===== config.mk =====
export PLATFORM = sky130hd
export DESIGN_NAME = mapper_irq_controller
export DESIGN_NICKNAME = d
export VERILOG_FILES = /design/src/rtl/mapper_irq_pkg.sv /design/src/rtl/irq_prescaler.sv /design/src/rtl/mapper_irq_controller.sv
export SDC_FILE = /design/constraint.sdc
export NUM_CORES = 1
export LEC_CHECK = 0
export ABC_AREA = 1
export CAP_MARGIN = 40
export CORE_ASPECT_RATIO = 2
export CORE_MARGIN = 2
export CORE_UTILIZATION = 63
export CTS_CLUSTER_DIAMETER = 120
export CTS_CLUSTER_SIZE = 28
export DETAILED_ROUTE_END_ITERATION = 10
export HOLD_SLACK_MARGIN = 0.12
export PLACE_DENSITY_LB_ADDON = 0.05
export RECOVER_POWER = 25
export SLEW_MARGIN = 0
export SYNTH_ARGS = -nofsm -noshare
export SYNTH_HDL_FRONTEND = slang
export SYNTH_SLANG_ARGS = --single-unit

===== constraint.sdc =====
create_clock -name m2 -period 3.65 [get_ports m2]
set_input_delay 0.365 -clock m2 [delete_from_list [all_inputs] [get_ports m2]]
set_output_delay 0.365 -clock m2 [all_outputs]
set_load 0.05 [all_outputs]

===== src/rtl/mapper_irq_pkg.sv =====
// Shared definitions for the cartridge mapper IRQ controller:
// register map, control/enable/ack bit positions and status layout.
package mapper_irq_pkg;

  localparam logic [2:0] IRQ_REG_A_LO    = 3'd0;
  localparam logic [2:0] IRQ_REG_A_HI    = 3'd1;
  localparam logic [2:0] IRQ_REG_B_LATCH = 3'd2;
  localparam logic [2:0] IRQ_REG_B_CTRL  = 3'd3;
  localparam logic [2:0] IRQ_REG_B_ACK   = 3'd4;
  localparam logic [2:0] IRQ_REG_ENABLE  = 3'd5;
  localparam logic [2:0] IRQ_REG_ACK     = 3'd6;
  localparam logic [2:0] IRQ_REG_STATUS  = 3'd7;

  localparam int B_CTRL_ENABLE_AFTER_ACK = 0;
  localparam int B_CTRL_ENABLE           = 1;
  localparam int B_CTRL_CYCLE_MODE       = 2;

  localparam int EN_A_IRQ   = 0;
  localparam int EN_A_COUNT = 1;
  localparam int EN_EXT     = 2;

  localparam int ACK_A   = 0;
  localparam int ACK_EXT = 2;

  localparam int STAT_A   = 0;
  localparam int STAT_B   = 1;
  localparam int STAT_EXT = 2;

  typedef struct packed {
    logic cycleMode;
    logic enable;
    logic enableAfterAck;
  } bCtrl_t;

  function automatic bCtrl_t decodeBCtrl(input logic [7:0] data);
    bCtrl_t ctrl;
    ctrl.cycleMode      = data[B_CTRL_CYCLE_MODE];
    ctrl.enable         = data[B_CTRL_ENABLE];
    ctrl.enableAfterAck = data[B_CTRL_ENABLE_AFTER_ACK];
    return ctrl;
  endfunction

endpackage


===== src/rtl/irq_prescaler.sv =====
// Scanline prescaler for timer B: a signed accumulator that loses STEP per
// cycle and emits a one-cycle tick each time it crosses zero.
module irq_prescaler #(
  parameter int PERIOD = 341,
  parameter int STEP   = 3
) (
  input  logic m2_i,
  input  logic rst_n_i,
  input  logic enable_i,
  input  logic restart_i,
  output logic tick_o
);

  // Wide enough to hold PERIOD as a positive signed value.
  localparam int AccW = $clog2(PERIOD + 1) + 1;
  localparam logic signed [AccW-1:0] PeriodS = AccW'(PERIOD);
  localparam logic signed [AccW-1:0] StepS   = AccW'(STEP);

  logic signed [AccW-1:0] acc_q;
  logic signed [AccW-1:0] acc_d;
  logic signed [AccW-1:0] accDec;

  always_comb begin
    accDec = acc_q - StepS;
    acc_d  = acc_q;
    tick_o = 1'b0;
    if (restart_i) begin
      acc_d = PeriodS;
    end else if (enable_i) begin
      if (accDec[AccW-1] || (accDec == '0)) begin
        acc_d  = accDec + PeriodS;
        tick_o = 1'b1;
      end else begin
        acc_d = accDec;
      end
    end
  end

  always_ff @(negedge m2_i or negedge rst_n_i) begin
    if (!rst_n_i) begin
      acc_q <= PeriodS;
    end else begin
      acc_q <= acc_d;
    end
  end

endmodule


===== src/rtl/mapper_irq_controller.sv =====
// Shared cartridge IRQ controller: CPU-cycle timer A, scanline/cycle timer B
// and a synchronised external request, merged onto one active-low irq line.
module mapper_irq_controller
  import mapper_irq_pkg::*;
#(
  parameter int PRESCALE_PERIOD = 341,
  parameter int PRESCALE_STEP   = 3
) (
  input  logic       m2,
  input  logic       rst_n,
  input  logic       reg_we,
  input  logic       reg_re,
  input  logic [2:0] reg_addr,
  input  logic [7:0] reg_data,
  input  logic       ext_irq_req,
  output logic [7:0] status_out,
  output logic       status_oe,
  output logic       irq
);

  logic [15:0] aCount_q, aCount_d;
  logic        aIrqEn_q, aIrqEn_d;
  logic        aCountEn_q, aCountEn_d;
  logic        extEn_q, extEn_d;
  logic [7:0]  bLatch_q, bLatch_d;
  logic [7:0]  bCount_q, bCount_d;
  bCtrl_t      bCtrl_q, bCtrl_d;
  logic        pendA_q, pendA_d;
  logic        pendB_q, pendB_d;
  logic        pendExt_q, pendExt_d;
  logic [2:0]  extSync_q, extSync_d;

  logic wrALo, wrAHi, wrBLatch, wrBCtrl, wrBAck, wrEnable, wrAck;
  logic aEvent, bEvent, extEvent, bTick, prescTick, bRestart;

  assign wrALo    = reg_we && (reg_addr == IRQ_REG_A_LO);
  assign wrAHi    = reg_we && (reg_addr == IRQ_REG_A_HI);
  assign wrBLatch = reg_we && (reg_addr == IRQ_REG_B_LATCH);
  assign wrBCtrl  = reg_we && (reg_addr == IRQ_REG_B_CTRL);
  assign wrBAck   = reg_we && (reg_addr == IRQ_REG_B_ACK);
  assign wrEnable = reg_we && (reg_addr == IRQ_REG_ENABLE);
  assign wrAck    = reg_we && (reg_addr == IRQ_REG_ACK);

  assign bRestart = wrBCtrl && reg_data[B_CTRL_ENABLE];

  irq_prescaler #(
    .PERIOD (PRESCALE_PERIOD),
    .STEP   (PRESCALE_STEP)
  ) uPrescaler (
    .m2_i      (m2),
    .rst_n_i   (rst_n),
    .enable_i  (bCtrl_q.enable && !bCtrl_q.cycleMode),
    .restart_i (bRestart),
    .tick_o    (prescTick)
  );

  // A CPU write to either count byte takes precedence over that cycle's decrement.
  always_comb begin
    aCount_d   = aCount_q;
    aEvent     = 1'b0;
    aIrqEn_d   = aIrqEn_q;
    aCountEn_d = aCountEn_q;
    extEn_d    = extEn_q;
    if (wrALo) begin
      aCount_d = {aCount_q[15:8], reg_data};
    end else if (wrAHi) begin
      aCount_d = {reg_data, aCount_q[7:0]};
    end else if (aCountEn_q) begin
      aCount_d = aCount_q - 16'd1;
      aEvent   = aIrqEn_q && (aCount_q == 16'h0000);
    end
    if (wrEnable) begin
      aIrqEn_d   = reg_data[EN_A_IRQ];
      aCountEn_d = reg_data[EN_A_COUNT];
      extEn_d    = reg_data[EN_EXT];
    end
  end

  assign bTick = bCtrl_q.enable && (bCtrl_q.cycleMode || prescTick);

  always_comb begin
    bLatch_d = wrBLatch ? reg_data : bLatch_q;
    bCount_d = bCount_q;
    bCtrl_d  = bCtrl_q;
    bEvent   = 1'b0;
    if (wrBCtrl) begin
      bCtrl_d = decodeBCtrl(reg_data);
      if (reg_data[B_CTRL_ENABLE]) begin
        bCount_d = bLatch_q;
      end
    end else if (bTick) begin
      if (bCount_q == 8'hFF) begin
        bCount_d = bLatch_q;
        bEvent   = 1'b1;
      end else begin
        bCount_d = bCount_q + 8'd1;
      end
    end
    if (wrBAck) begin
      bCtrl_d.enable = bCtrl_q.enableAfterAck;
    end
  end

  assign extSync_d = {extSync_q[1:0], ext_irq_req};
  assign extEvent  = extEn_q && extSync_q[1] && !extSync_q[2];

  // Acks are applied first so a coincident source event leaves the bit set.
  always_comb begin
    pendA_d   = pendA_q;
    pendB_d   = pendB_q;
    pendExt_d = pendExt_q;
    if (wrAck && reg_data[ACK_A])   pendA_d = 1'b0;
    if (wrAck && reg_data[ACK_EXT]) pendExt_d = 1'b0;
    if (wrBAck || bRestart)         pendB_d = 1'b0;
    if (aEvent)                     pendA_d = 1'b1;
    if (bEvent)                     pendB_d = 1'b1;
    if (extEvent)                   pendExt_d = 1'b1;
  end

  always_ff @(negedge m2 or negedge rst_n) begin
    if (!rst_n) begin
      aCount_q   <= '0;
      aIrqEn_q   <= 1'b0;
      aCountEn_q <= 1'b0;
      extEn_q    <= 1'b0;
      bLatch_q   <= '0;
      bCount_q   <= '0;
      bCtrl_q    <= '0;
      pendA_q    <= 1'b0;
      pendB_q    <= 1'b0;
      pendExt_q  <= 1'b0;
      extSync_q  <= '0;
    end else begin
      aCount_q   <= aCount_d;
      aIrqEn_q   <= aIrqEn_d;
      aCountEn_q <= aCountEn_d;
      extEn_q    <= extEn_d;
      bLatch_q   <= bLatch_d;
      bCount_q   <= bCount_d;
      bCtrl_q    <= bCtrl_d;
      pendA_q    <= pendA_d;
      pendB_q    <= pendB_d;
      pendExt_q  <= pendExt_d;
      extSync_q  <= extSync_d;
    end
  end

  always_comb begin
    status_out           = '0;
    status_out[STAT_A]   = pendA_q;
    status_out[STAT_B]   = pendB_q;
    status_out[STAT_EXT] = pendExt_q;
  end

  assign status_oe = reg_re && (reg_addr == IRQ_REG_STATUS);
  assign irq       = ~(pendA_q | pendB_q | pendExt_q);

endmodule


==> flow_summary.toml, run 1 <==
[grt]
grtUsageTotal = 0.313
grt_overflow = 0
grt_max_degree = 55
grt_pass1_wl_um = 14500
first_global_vias = 3239
antenna_found_initial = 0

[yosys]
synth_edf_count = 0
synth_ff_type = "dfrtn_1"
synthesis.area_um2 = 3360
synth.yosys.seq_area_share = 0.404
synth_most_common_cell = "nand2_1"
syn_area_per_cell_um2 = 7.44
synth_area_leader_cell = "dfrtn_1"
ys_types = 44
ys_warn_count = 0
netlist_instances = 452
ys_ff_latch = 54
postSynth.asyncResetShare = 1.00
synth_top_cell_area_share = 0.365
synth_common_cells = "104 x nand2_1, 53 x inv_1, 49 x dfrtn_1"
synth_area_leaders = "dfrtn_1 36%, nand2_1 12%, o21ai_0 6.8%"

[layout]
syn_to_final_growth_pct = 16.4
drive_above_1_share = 0.163
fin_area_um2 = 3920
antenna_cells = 0
num-nets-final = 522
layout.cells.non_filler = 560

[die]
io-pin-count = 26
die-area_um2 = 5970
rows = 37
die_x_um = 55.7
start_util = 0.654
core_um2 = 5140
die_height_um = 107

[hold_path]
hp-start = "extSync_q[0]"
hold_end = "extSync_q[1]"
hp-class = "flip-flop to flip-flop"
holdPathStages = 0

[route]
wl_um = 8720
drt_iter0_markers = 170
num_vias = 3248
viasPerCell = 5.80
routedWlPerCell_um = 15.6
drc = 0
ant_nets = 0
dr.pass1.iters = 7

[place]
place_hpwl_um = 6720
gp_congestion = 0.913
pre_cts_slack_ps = -183
place_area_um2 = 3800
dp_cells = 548
portBuffers = 20

[setup_path]
cp.required_ps = 1990
end_kind = "flip-flop"
rrSetupSlack_ps = 1280
r2r_cells = 17
start_kind = "input pin"
reg2reg_from = "uPrescaler.acc_q[2]"
path_class = "input pin to flip-flop"
cp_max_fo = 14
arrival_ps = 1890
r2r_end = "bCount_q[0]"
critPathLaunch = "reg_addr[0]"

[sta]
finalMaxSlewViolations = 0
relSlewSlack = 0.0946
hold_ws_ps = 297
hold_viol = 0
finalClockSkew_ps = 57.3
worst_pin_slew_ps = 1360
setup_viol = 0
fin_ws_ps = 102

[cts]
clk_pin_slew_ps = 60
numClockSinks = 54
tritoncts.num_buffers = 5
cts_tree = "built"
clk_path_buf_depth = 2
cts-root-buf = "clkbuf_8"
cts.htree.levels = 2
clk_latency_ps = 370
post_cts_buffers = 0

[job]
maxCapViolCount = 0

[power]
p_leak_nw = 1.92
total_power_mw = 2.53
p_per_area_nw_per_um2 = 647
ir_worst_vdd_mv = 0.547

[status]
status = "finished clean"
[flip-flops by register name, indices dropped and copies added (netlist names)]
name / cells
aIrqEn_q: 1
bCount_q: 8
pendB_q: 1
extSync_q: 3
aCount_q: 16
aCountEn_q: 1
extEn_q: 1
pendExt_q: 1
bCtrl_q: 3
uPrescaler.acc_q: 10
pendA_q: 1
bLatch_q: 8
[critical path, stage by stage]
cell and delay [ps]:
clkdlybuf4s50_1 490, nor2_2 150, inv_1 60, nor2_1 150, inv_1 80, nand2_1 150
buf_12 150, nand2_1 60, a22o_1 230
[metrics by stage]
| step | setup TNS, ps | utilization |
|---|---|---|
| global route | -15.2 | 0.762 |
| floorplan | 0 | - |
| CTS | 0 | 0.764 |
| finish | 0 | 0.762 |
| detailed placement | -3270 | 0.740 |
| global placement | -1940 | 0.740 |
[cell families after synthesis]
logic type / count (synthesis) / synth area share
AND/OR/NAND/NOR: 216 / 0.295
AO/OA/AOI/OAI: 94 / 0.165
buffers and inverters: 74 / 0.0945
flip-flops: 54 / 0.404
XOR/XNOR: 7 / 0.0182
adder cells (fa/ha/maj): 5 / 0.0186
other: 1 / 0.00112
multiplexers: 1 / 0.00335
[cells in the final DEF (no fill, tap or decap), types with 2 or more instances in the layout]
cell type	count
nand2_1	104
inv_1	57
dfrtn_1	49
o21ai_0	46
nor2_1	39
nand3_1	35
buf_4	28
clkdlybuf4s50_1	14
a21oi_1	12
nand2_2	10
inv_2	7
nor3_1	7
o21ai_1	7
nand2_4	5
nor2_2	5
ha_1	5
conb_1	5
clkbuf_8	5
dfstp_2	5
o22ai_1	4
a22o_1	4
xnor2_1	4
nor2_4	3
nand4_1	3
a31oi_1	3
o211ai_1	3
o221ai_1	3
xor2_1	3
o32ai_1	3
buf_12	3
nand3_2	2
clkinv_1	2
[area by class of cell]
class / instances / area (µm²)
Clock buffer: 5 / 68.8
Tap cell: 58 / 72.6
Timing Repair Buffer: 48 / 433
Fill cell: 397 / 1220
Clock inverter: 8 / 56.3
Inverter: 59 / 221
Multi-Input combinational cell: 328 / 1710
Sequential cell: 54 / 1360
[power by group]
group          leakage, nW  switching [mW]  internal [mW]
clock network       0.0799           0.213          0.207
logic                 1.18           0.668          0.413
registers            0.660           0.203          0.828
[worst max-delay path by stage]
| stage | to | depth (start not counted) | slack, ps |
|---|---|---|---|
| detailed placement | aCount_q[5] | 9 | -180 |
| CTS | aCount_q[5] | 9 | 140 |
| global route | uPrescaler.acc_q[1] | 8 | -20 |
| global placement | bCount_q[7] | 11 | -100 |
| floorplan | irq | 1 | 20 |
| finish | aCount_q[5] | 9 | 100 |
[timing repair]
item                                    4_1_cts  5_1_grt
endpoints found under the setup margin        0        1
resized for setup                             0        2
hold buffers                                  0        0
[metal layers]
metal | global-route usage | share of wire | vias up | routed length [µm]
li1 | - | - | 1569 | -
met2 | 0.631 | 0.60 | 98 | 5210
met3 | 0.0397 | 0.030 | 31 | 264
met4 | 0.188 | 0.049 | 0 | 430
met5 | 0 | 0 | - | 0
met1 | 0.281 | 0.32 | 1550 | 2820
No activity file was read; power rests on OpenSTA's default activity.
==> inputs of run 2 (changes only) <==
--- a/config.mk
+++ b/config.mk
@@ -20,3 +20,4 @@
 export SYNTH_ARGS = -nofsm -noshare
 export SYNTH_HDL_FRONTEND = slang
 export SYNTH_SLANG_ARGS = --single-unit
+export TNS_END_PERCENT = 20
==> results of run 2 <==
Same layout as run 1: the final DEF is identical, and so are final timing and power.
==> inputs of run 3 (changes only) <==
--- a/config.mk
+++ b/config.mk
@@ -8,7 +8,6 @@
 export ABC_AREA = 1
 export CAP_MARGIN = 40
 export CORE_ASPECT_RATIO = 2
-export CORE_MARGIN = 2
 export CORE_UTILIZATION = 63
 export CTS_CLUSTER_DIAMETER = 120
 export CTS_CLUSTER_SIZE = 28
==> flow_summary.toml, run 3 (synthesized netlist as in run 1, its figures left out) <==
[setup_path]
path_delay_family = "buffers and inverters"
cp.required_ps = 1990
crit_buf_inv = 4
end_kind = "flip-flop"
cp_max_fo = 12
start_kind = "input pin"
arrival_ps = 1850
path_class = "input pin to flip-flop"
crit_slowest_cell = "clkdlybuf4s50_1"
path_cells = "clkdlybuf4s50_1 > buf_4 > nor2_4 > inv_2 > nand2_1 > nand2_2 > buf_4 > nand2_1 > a22o_1"
slowest_delay_ps = 550

[layout]
finish.utilization = 0.756
regMostFlops = "aCount_q"
largest_reg_flops = 16
top_regs = "aCount_q x16, uPrescaler.acc_q x10"
syn_to_final_growth_pct = 15.6
drive_above_1_share = 0.163
num-nets-final = 523
antenna_cells = 0
layout.cells.non_filler = 561
final_cell_mix = "103 x nand2_1, 58 x inv_1, 49 x dfrtn_1"
layout.cells.most_common = "nand2_1"

[sta]
hold_ws_ps = 304
worst_pin_slew_ps = 1370
finalMaxSlewViolations = 0
finalClockSkew_ps = 65.9
hold_viol = 0
setup_viol = 0
rsz0062_at_grt = "no"
relSlewSlack = 0.0885

[power]
ir_worst_vdd_mv = 0.548
p_leak_nw = 1.90
p_per_area_nw_per_um2 = 633

[cts]
cts.repair.resized = 0
post_cts_buffers = 0
cts_tree = "built"
numClockSinks = 54
clk_latency_ps = 370
clk_path_buf_depth = 2
clk_pin_slew_ps = 60
cts_hold_buffers = 0
cts.htree.levels = 2
tritoncts.num_buffers = 5
cts-root-buf = "clkbuf_8"

[hold_path]
hp-class = "flip-flop to flip-flop"

[place]
portBuffers = 20
gp_congestion = 0.840
dp_cells = 549
place_hpwl_um = 6890

[die]
die_x_um = 53.7
io-pin-count = 26
die_height_um = 105
die-area_um2 = 5650
rows = 37
core_um2 = 5140
start_util = 0.654

[job]
maxCapViolCount = 0

[grt]
grt_pass1_wl_um = 14000
first_global_vias = 3203
antenna_found_initial = 0
grt_max_degree = 55
grt_overflow = 0
grtUsageTotal = 0.344

[route]
dr.pass1.iters = 7
drt_iter0_markers = 115
wl_um = 8770
drc = 0
ant_nets = 0
viasPerCell = 5.82
routedWlPerCell_um = 15.6
num_vias = 3263

[status]
status = "finished clean"
run 3: changes by cell type in the layout (fill, tap and decap cells not counted), sizes merged:
| cell | before | now |
|---|---|---|
| inv | 64 | 65 |
| clkinv | 2 | 1 |
| dlymetal6s2s | 1 | 0 |
| bufinv | 1 | 0 |
| clkdlybuf4s50 | 14 | 15 |
| buf | 32 | 33 |
| clkbuf | 6 | 7 |
run 3: worst paths after layout:
kind | cells after the start | startpoint | slack, ps | end
worst max-delay path | 9 | reg_addr[1] | 140 | aCount_q[3]
worst min-delay path | 0 | extSync_q[0] | 300 | extSync_q[1]
worst max register to register | 17 | uPrescaler.acc_q[2] | 1250 | bCount_q[0]
max in group asynchronous | 2 | rst_n | 650 | bCount_q[3]
min in group asynchronous | 2 | rst_n | 2130 | pendExt_q
worst min register to register | 0 | extSync_q[0] | 300 | extSync_q[1]
run 3: worst register-to-register path: cells and delay by family (launching register included):
family	cells	cell delay [ps]
AND/OR/NAND/NOR	13	1120
adder cells (fa/ha/maj)	1	170
flip-flops	1	580
buffers and inverters	3	310
run 3: routing by layer:
layer  up-vias  global-route usage  wire length (µm)
li1       1570                   -                 -
met1      1566               0.296              2820
met2        95               0.661              5260
met3        32              0.0404               223
met4         0               0.214               467
met5         -                   0                 0
run 3: metrics by stage:
step / area, µm² / TNS [ps] / power (mW) / worst slack [ps]
detailed placement: 3800 / -3910 / 2.11 / -203
global route: 3890 / 0 / 2.65 / 10.3
floorplan: 3380 / 0 / 1.80 / 21.3
global placement: 3800 / -2220 / 2.05 / -131
CTS: 3890 / 0 / 2.46 / 129
finish: 3890 / 0 / 2.46 / 137
run 3: where the power goes:
part,internal (mW),switching (mW)
registers,0.828,0.200
logic,0.414,0.670
clock network,0.139,0.210
run 3: cell type report:
cell class / instances / area, µm²
clock buffer: 6 / 72.6
clock inverter: 7 / 26.3
fill: 399 / 1250
inverter: 59 / 221
multi-input combinational: 328 / 1710
sequential: 54 / 1360
tap: 58 / 72.6
timing repair buffer: 49 / 425
